===== src/rtl/hazard_stall_unit.sv =====
// Stall/flush controller for a 5-stage MIPS pipeline: load-use, ID-branch and
// busy mult/div hazards, plus a saturating stall-cycle performance counter.
module hazard_stall_unit #(
  parameter int MULDIV_CYCLES = 32,
  parameter int CNT_W         = 6,
  parameter int PERF_W        = 16
) (
  input  logic              clk,
  input  logic              rst_n,
  input  logic [4:0]        IF_ID_rs,
  input  logic [4:0]        IF_ID_rt,
  input  logic              IF_ID_UsesRt,
  input  logic              IF_ID_Branch,
  input  logic              IF_ID_UsesHiLo,
  input  logic              ID_EX_MemRead,
  input  logic              ID_EX_RegWrite,
  input  logic [4:0]        ID_EX_WriteReg,
  input  logic              ID_EX_MulDivStart,
  input  logic              EX_MEM_MemRead,
  input  logic [4:0]        EX_MEM_WriteReg,
  input  logic              BranchTaken,
  input  logic              perf_clear,
  output logic              PCWrite,
  output logic              IF_ID_Write,
  output logic              ID_EX_Bubble,
  output logic              IF_ID_Flush,
  output logic              muldiv_busy,
  output logic              muldiv_done,
  output logic [PERF_W-1:0] stall_cycles
);

  typedef enum logic {IDLE, BUSY} state_e;

  localparam logic [CNT_W-1:0] RELOAD  = CNT_W'(MULDIV_CYCLES);
  localparam logic [CNT_W-1:0] CNT_ONE = CNT_W'(1);

  state_e             state_q, state_d;
  logic [CNT_W-1:0]   cnt_q, cnt_d;
  logic [PERF_W-1:0]  perf_q, perf_d;

  logic load_use, br_haz, md_haz, stall, last_busy;

  // $0 is hardwired to zero, so a write to it can never create a dependency.
  function automatic logic dep(input logic [4:0] r, input logic [4:0] rs,
                               input logic [4:0] rt, input logic uses_rt);
    return (r != 5'd0) && ((r == rs) || (uses_rt && (r == rt)));
  endfunction

  always_comb begin
    load_use  = ID_EX_MemRead && dep(ID_EX_WriteReg, IF_ID_rs, IF_ID_rt, IF_ID_UsesRt);
    br_haz    = IF_ID_Branch &&
                ((ID_EX_RegWrite && dep(ID_EX_WriteReg, IF_ID_rs, IF_ID_rt, IF_ID_UsesRt)) ||
                 (EX_MEM_MemRead && dep(EX_MEM_WriteReg, IF_ID_rs, IF_ID_rt, IF_ID_UsesRt)));
    md_haz    = IF_ID_UsesHiLo && (ID_EX_MulDivStart || (state_q == BUSY));
    stall     = load_use || br_haz || md_haz;
    last_busy = (state_q == BUSY) && (cnt_q == CNT_ONE);
  end

  always_comb begin
    // NOTE: every output gets a default first so no path leaves it unassigned (no latch).
    PCWrite      = 1'b0;
    IF_ID_Write  = 1'b0;
    ID_EX_Bubble = 1'b1;
    IF_ID_Flush  = 1'b0;
    muldiv_busy  = 1'b0;
    muldiv_done  = 1'b0;
    if (rst_n) begin
      PCWrite      = !stall;
      IF_ID_Write  = !stall;
      ID_EX_Bubble = stall;
      // A stalled branch compares stale operands, so its outcome is not trusted.
      IF_ID_Flush  = !stall && BranchTaken;
      muldiv_busy  = (state_q == BUSY);
      muldiv_done  = last_busy;
    end
  end

  always_comb begin
    state_d = state_q;
    cnt_d   = cnt_q;
    unique case (state_q)
      IDLE: begin
        if (ID_EX_MulDivStart) begin
          state_d = BUSY;
          cnt_d   = RELOAD;
        end
      end
      BUSY: begin
        // A start on the final busy cycle chains straight into the next operation.
        if (last_busy) begin
          if (ID_EX_MulDivStart) begin
            cnt_d = RELOAD;
          end else begin
            state_d = IDLE;
            cnt_d   = '0;
          end
        end else begin
          cnt_d = cnt_q - CNT_ONE;
        end
      end
      default: begin
        state_d = IDLE;
        cnt_d   = '0;
      end
    endcase
  end

  always_comb begin
    perf_d = perf_q;
    if (perf_clear) begin
      perf_d = '0;
    end else if (stall && !(&perf_q)) begin
      perf_d = perf_q + PERF_W'(1);
    end
  end

  // NOTE: sequential state uses non-blocking assignments so all flops update together.
  always_ff @(posedge clk or negedge rst_n) begin
    if (!rst_n) begin
      state_q <= IDLE;
      cnt_q   <= '0;
      perf_q  <= '0;
    end else begin
      state_q <= state_d;
      cnt_q   <= cnt_d;
      perf_q  <= perf_d;
    end
  end

  assign stall_cycles = perf_q;

endmodule


===== config.mk =====
export PLATFORM = sky130hd
export DESIGN_NAME = hazard_stall_unit
export DESIGN_NICKNAME = d
export VERILOG_FILES = /design/src/rtl/hazard_stall_unit.sv
export SDC_FILE = /design/constraint.sdc
export NUM_CORES = 1
export LEC_CHECK = 0
export BUFFER_PORTS_ARGS = -buffer_cell sky130_fd_sc_hd__buf_2
export CAP_MARGIN = 40
export CORE_ASPECT_RATIO = 1.2
export CORE_UTILIZATION = 47
export CTS_CLUSTER_DIAMETER = 30
export CTS_CLUSTER_SIZE = 40
export DETAILED_ROUTE_END_ITERATION = 16
export GPL_TIMING_DRIVEN = 0
export HOLD_SLACK_MARGIN = 0.12
export PLACE_DENSITY = 0.75
export SYNTH_ARGS = -nofsm -noshare
export SYNTH_HDL_FRONTEND = slang
export SYNTH_SLANG_ARGS = --single-unit

===== constraint.sdc =====
create_clock -name clk -period 3.5 [get_ports clk]
set_input_delay 0.175 -clock clk [delete_from_list [all_inputs] [get_ports clk]]
set_output_delay 0.175 -clock clk [all_outputs]
set_load 0.01 [all_outputs]

# == Word-level counts from Yosys, hierarchy flattened ==
# Index checks and enable logic that the tools add are counted.
# word_totals
out_inout_bits,22
regBits,23
# op_classes
n_eq_ne,6
reduce_logical,24
n_bitwise,1
muxes,14
add_sub_neg,2
# ops
operator,count
16-bit two-way mux,2
5-bit == test,4
6-bit two-way mux,3
16-bit by 1-bit adder with 16-bit output (second input constant),1
16-bit AND reduction,1
1-bit logical AND,12
6-bit one-hot mux with 2 select lines,1
5-bit nonzero test,2
1-bit two-way mux,7
6-bit by 1-bit == test with 1-bit output (second input constant),1
1-bit logical OR,6
6-bit by 1-bit subtractor with 6-bit output (second input constant),1
1-bit zero test,2
2-bit inequality test (second input constant),1
1-bit one-hot mux with 2 select lines,1
2-bit nonzero test,1
1-bit inverter,1

# == Longest topological paths before layout ==
# depth
word_depth,12
ltp_mapped,9

# == Worst setup path before layout ==
# Ideal clock, no wire load.
# synth_timing
path_type,input-to-output
startpoint,input EX_MEM_WriteReg[0]
endpoint,output PCWrite
path_stages,8
arrival_ns,1.977
path_buffers,3
path_slack_ns,1.348
required_time_ns,3.325
path_cell_list,or3_1 -> o311a_1 -> a222oi_1 -> buf_4 -> buf_6 -> nand2_1 -> inv_1 -> buf_4
# synth_between
elab_chain_len,11
# synth_rtl
element,line,text
from (decl),20,"input logic [4:0] EX_MEM_WriteReg,"
5-bit == test,46,return (r != 5'd0) && ((r == rs) || (uses_rt && (r == rt)));
1-bit logical AND,46,
1-bit logical OR,46,
1-bit logical AND *,46,
1-bit logical AND *,53,"(EX_MEM_MemRead && dep(EX_MEM_WriteReg, IF_ID_rs, IF_ID_rt, IF_ID_UsesRt)));"
1-bit logical OR *,52,"((ID_EX_RegWrite && dep(ID_EX_WriteReg, IF_ID_rs, IF_ID_rt, IF_ID_UsesRt)) ||"
1-bit logical AND *,51,br_haz = IF_ID_Branch &&
1-bit logical OR * (2 in a row),55,stall = load_use || br_haz || md_haz;
1-bit zero test *,n/a,
1-bit two-way mux *,n/a,
to (decl),23,"output logic PCWrite,"
# Every way passes the cells marked *; elsewhere a longest branch is shown, timed or not.

# == Worst setup path after layout ==
# layout_timing
startpoint,register state_q
endpoint,output PCWrite
# layout_between
elab_chain_len,5
# layout_rtl
element,line,text
from (decl),37,"state_e state_q, state_d;"
from (signal assigned),124,state_q <= state_d;
1-bit logical OR,54,md_haz = IF_ID_UsesHiLo && (ID_EX_MulDivStart || (state_q == BUSY));
1-bit logical AND,54,
1-bit logical OR,55,
1-bit zero test,68,PCWrite = !stall;
1-bit two-way mux,67,if (rst_n) begin
# No other way between the ends.

==> flow_summary.ini <==
[clock_tree]
cts_tree = done
cts_buffers = 3
clock_sinks = 23
ctsRootBufferMaster = clkbuf_4
cts_max_level = 1
cts_buffer_depth = 2
clk_pin_slew_ps = 130
post_cts_resized = 0
post-cts-setup-buffers = 0
worstSkewPairLatency_ps = 320

[floorplan]
die_w_um = 55.50
rows = 22
core_region_area_um2 = 3166
dieArea_um2 = 3673
die_y_um = 66.20
boundaryPins = 53
initial_core_util = 0.5099

[sta]
rsz0062_at_grt = false
setup_tns_ps = 0
finalHoldViolations = 0
fmax_ghz = 0.3649
finalMaxSlewViolations = 0
skew_ps = 7.144
final.period_utilization = 0.7830
slew_headroom = 0.6160
setup_ws_ps = 759.4
tightest_slew_ps = 576.0
fin_crit_ps = 2741
setup_violations = 0

[critical_path]
worstSetupEndpointType = output port
slowest_delay_ps = 460
cp-start-kind = flop
r2r_end = stall_cycles[11]
reg2regPathDepth = 9
arrival_ps = 2570
timing.rr.start = stall_cycles[2]
cp_slowest_cell = a222oi_1
path_max_fanout = 10
critical_path.startpoint = state_q
crit_required_ps = 3320
crit_chain = clkbuf_1 > nor2_1 > inv_1 > a222oi_1 > buf_4 > buf_6 > nand2_1 > inv_1 > buf_4 > buf_2
reg2reg_setup_slack_ps = 1020
path_class = flop to output port

[placed_design]
place_congestion = 0.8148
dp_hpwl_mm = 2.883
dp.cells = 271
numPortBuffers = 51
pre_cts_ws_ps = 986.3

[logic_synthesis]
synth_top_area_cell = dfrtp_1
syn_nets = 218
yosysWarnings = 0
yosysUniqueCellTypes = 35
netlist.area_leader.share = 0.3566
syn_inst = 184
netlist_top_cells_area = dfrtp_1, xnor2_1, a21oi_1
syn_avg_cell_area_um2 = 8.772
synth_seq_area_share = 0.3566
yosys_register_bits = 23
synth.cell_area_um2 = 1614

[global_route]
grt_pass1_vias = 1476
grt_max_degree = 27
antenna_found_initial = 0
grt_use_total = 0.2130
grt_overflow = 0
grt_pass1_wl_mm = 6.403

[detailed_routing]
drt-initial-drc-count = 62
drcViolationCount = 0
antenna_left = 0
first_pass_iters = 4
wl_per_cell_um = 13.77
vias = 1582
wl_mm = 3.815
viasPerCell = 5.711

[power]
irDropWorstVdd_uv = 261.7
p_seq_frac = 0.476
clock_power_share = 0.179
p_sw_uw = 257.0
p_leak_nw = 0.8676
power.share.combinational = 0.345
internal-power_uw = 461.8
powerDensity_nw_per_um2 = 366.6
power_uw = 718.8
p_sw_frac = 0.3575

[min_path]
min_from = perf_clear
min_path_type = input pin to flop
min_path_cells = 2
min_to = stall_cycles[3]

[outcome]
status = finished clean

[layout]
regArea_um2 = 575.6
final_util = 0.6194
n_antenna_cell = 0
fin_cells = 277
syn2layout_area_growth_pct = 21.47
nNetsFinal = 276
post_route_cells_drive_above_1_share = 0.3237
fill_cells = 293
multi_input_area_um2 = 958.4

[job]
maxCapViolations = 0
## routing by layer
| layer | global-route usage | wire length, um | share of wire | vias to the layer above |
|---|---|---|---|---|
| met1 | 0.2763 | 1793 | 0.47 | 750 |
| met3 | 0.01957 | 106 | 0.028 | 3 |
| met4 | 0.05938 | 25 | 0.0066 | 0 |
| met2 | 0.3780 | 1888 | 0.49 | 33 |
| li1 | - | - | - | 796 |
| met5 | 0 | 0 | 0 | - |
## Yosys cell counts
| cell type | count |
|---|---|
| a21oi_1 | 20 |
| a222oi_1 | 1 |
| a41oi_1 | 1 |
| and2_1 | 2 |
| and3_1 | 5 |
| buf_1 | 1 |
| buf_2 | 4 |
| buf_4 | 2 |
| buf_6 | 1 |
| clkbuf_1 | 2 |
| dfrtp_1 | 23 |
| ha_1 | 3 |
| inv_1 | 6 |
| mux2_4 | 2 |
| nand2_1 | 12 |
| nand2b_1 | 2 |
| nand3_1 | 13 |
| nand3b_1 | 1 |
| nand4_1 | 5 |
| nor2_1 | 10 |
| nor2b_1 | 3 |
| nor3_1 | 3 |
| nor3_2 | 1 |
| nor4_2 | 1 |
| o21ai_0 | 6 |
| o21ai_1 | 2 |
| o22ai_1 | 2 |
| o311a_1 | 1 |
| o31ai_1 | 12 |
| o41ai_1 | 2 |
| or3_1 | 2 |
| or3b_2 | 1 |
| or4_2 | 11 |
| or4b_2 | 1 |
| xnor2_1 | 20 |
## how the worst max path moves through the flow
| stage | to | cells past startpoint | slack (ps) |
|---|---|---|---|
| floorplan | PCWrite | 8 | 1350 |
| global placement | PCWrite | 10 | 980 |
| detailed placement | PCWrite | 10 | 990 |
| CTS | PCWrite | 10 | 740 |
| global route | PCWrite | 10 | 520 |
| finish | PCWrite | 10 | 760 |
## what timing repair did
item	CTS	global route
endpoints found under the hold margin	25	0
hold buffers	2	0
endpoints found under the setup margin	0	0
## placed cells by master (no fill, tap or decap), types with 2 or more instances in the layout
master	instances
a21oi_1	20
and2_1	2
and3_1	5
buf_2	55
buf_4	2
clkbuf_1	3
clkbuf_4	3
dfrtp_1	23
dlygate4sd3_1	2
ha_1	3
inv_1	6
mux2_4	2
nand2_1	12
nand2b_1	2
nand3_1	13
nand4_1	5
nor2_1	10
nor2b_1	3
nor3_1	3
o21ai_0	6
o21ai_1	2
o22ai_1	2
o31ai_1	12
o41ai_1	2
or3_1	2
or4_2	11
xnor2_1	20
## cells by family (layout without fill, tap and decap cells)
| group | after synthesis | after routing | synth area share |
|---|---|---|---|
| xor gates and xnor gates | 20 | 20 | 0.1085 |
| AOI/OAI and AO/OA | 47 | 47 | 0.1791 |
| adders and majority gates | 3 | 3 | 0.02326 |
| and+or+nand+nor | 73 | 73 | 0.2643 |
| buffers and inverters | 16 | 73 | 0.04961 |
| muxes | 2 | 2 | 0.01861 |
| DFF | 23 | 23 | 0.3566 |
## per-stage QoR
step / area, um2 / hold WS (ps)
5_1_grt: 1961 / 286.4
3_5_place_dp: 1914 / 194.6
3_3_place_gp: 1914 / 193.5
6_report: 1961 / 245.4
2_1_floorplan: 1614 / -120.6
4_1_cts: 1961 / 244.2
## final cells by class
class,instances,area share
Multi-Input combinational cell,145,0.4888
Timing Repair Buffer,53,0.1404
Inverter,6,0.01149
Sequential cell,23,0.2936
Buffer,10,0.02936
Tap cell,36,0.02297
Clock buffer,4,0.01340
## critical path, delay by kind of cell, from the launching register on
family	cells	cell delay [ps]
flops	1	380
simple gates	2	380
buf+inv	7	1030
compound gates	1	460
## power by group through the flow
stage / clock network (mW) / registers [mW] / logic, mW
finish: 0.129 / 0.342 / 0.248
global route: 0.138 / 0.350 / 0.288
CTS: 0.132 / 0.342 / 0.248
detailed placement: 0 / 0.346 / 0.246
global placement: 0 / 0.347 / 0.243
floorplan: 0 / 0.338 / 0.174
## state kept, by name (all words and copies together) (netlist names)
register,flops
stall_cycles,16
state_q,1
cnt_q,6
No activity file was read; power rests on OpenSTA's default activity.
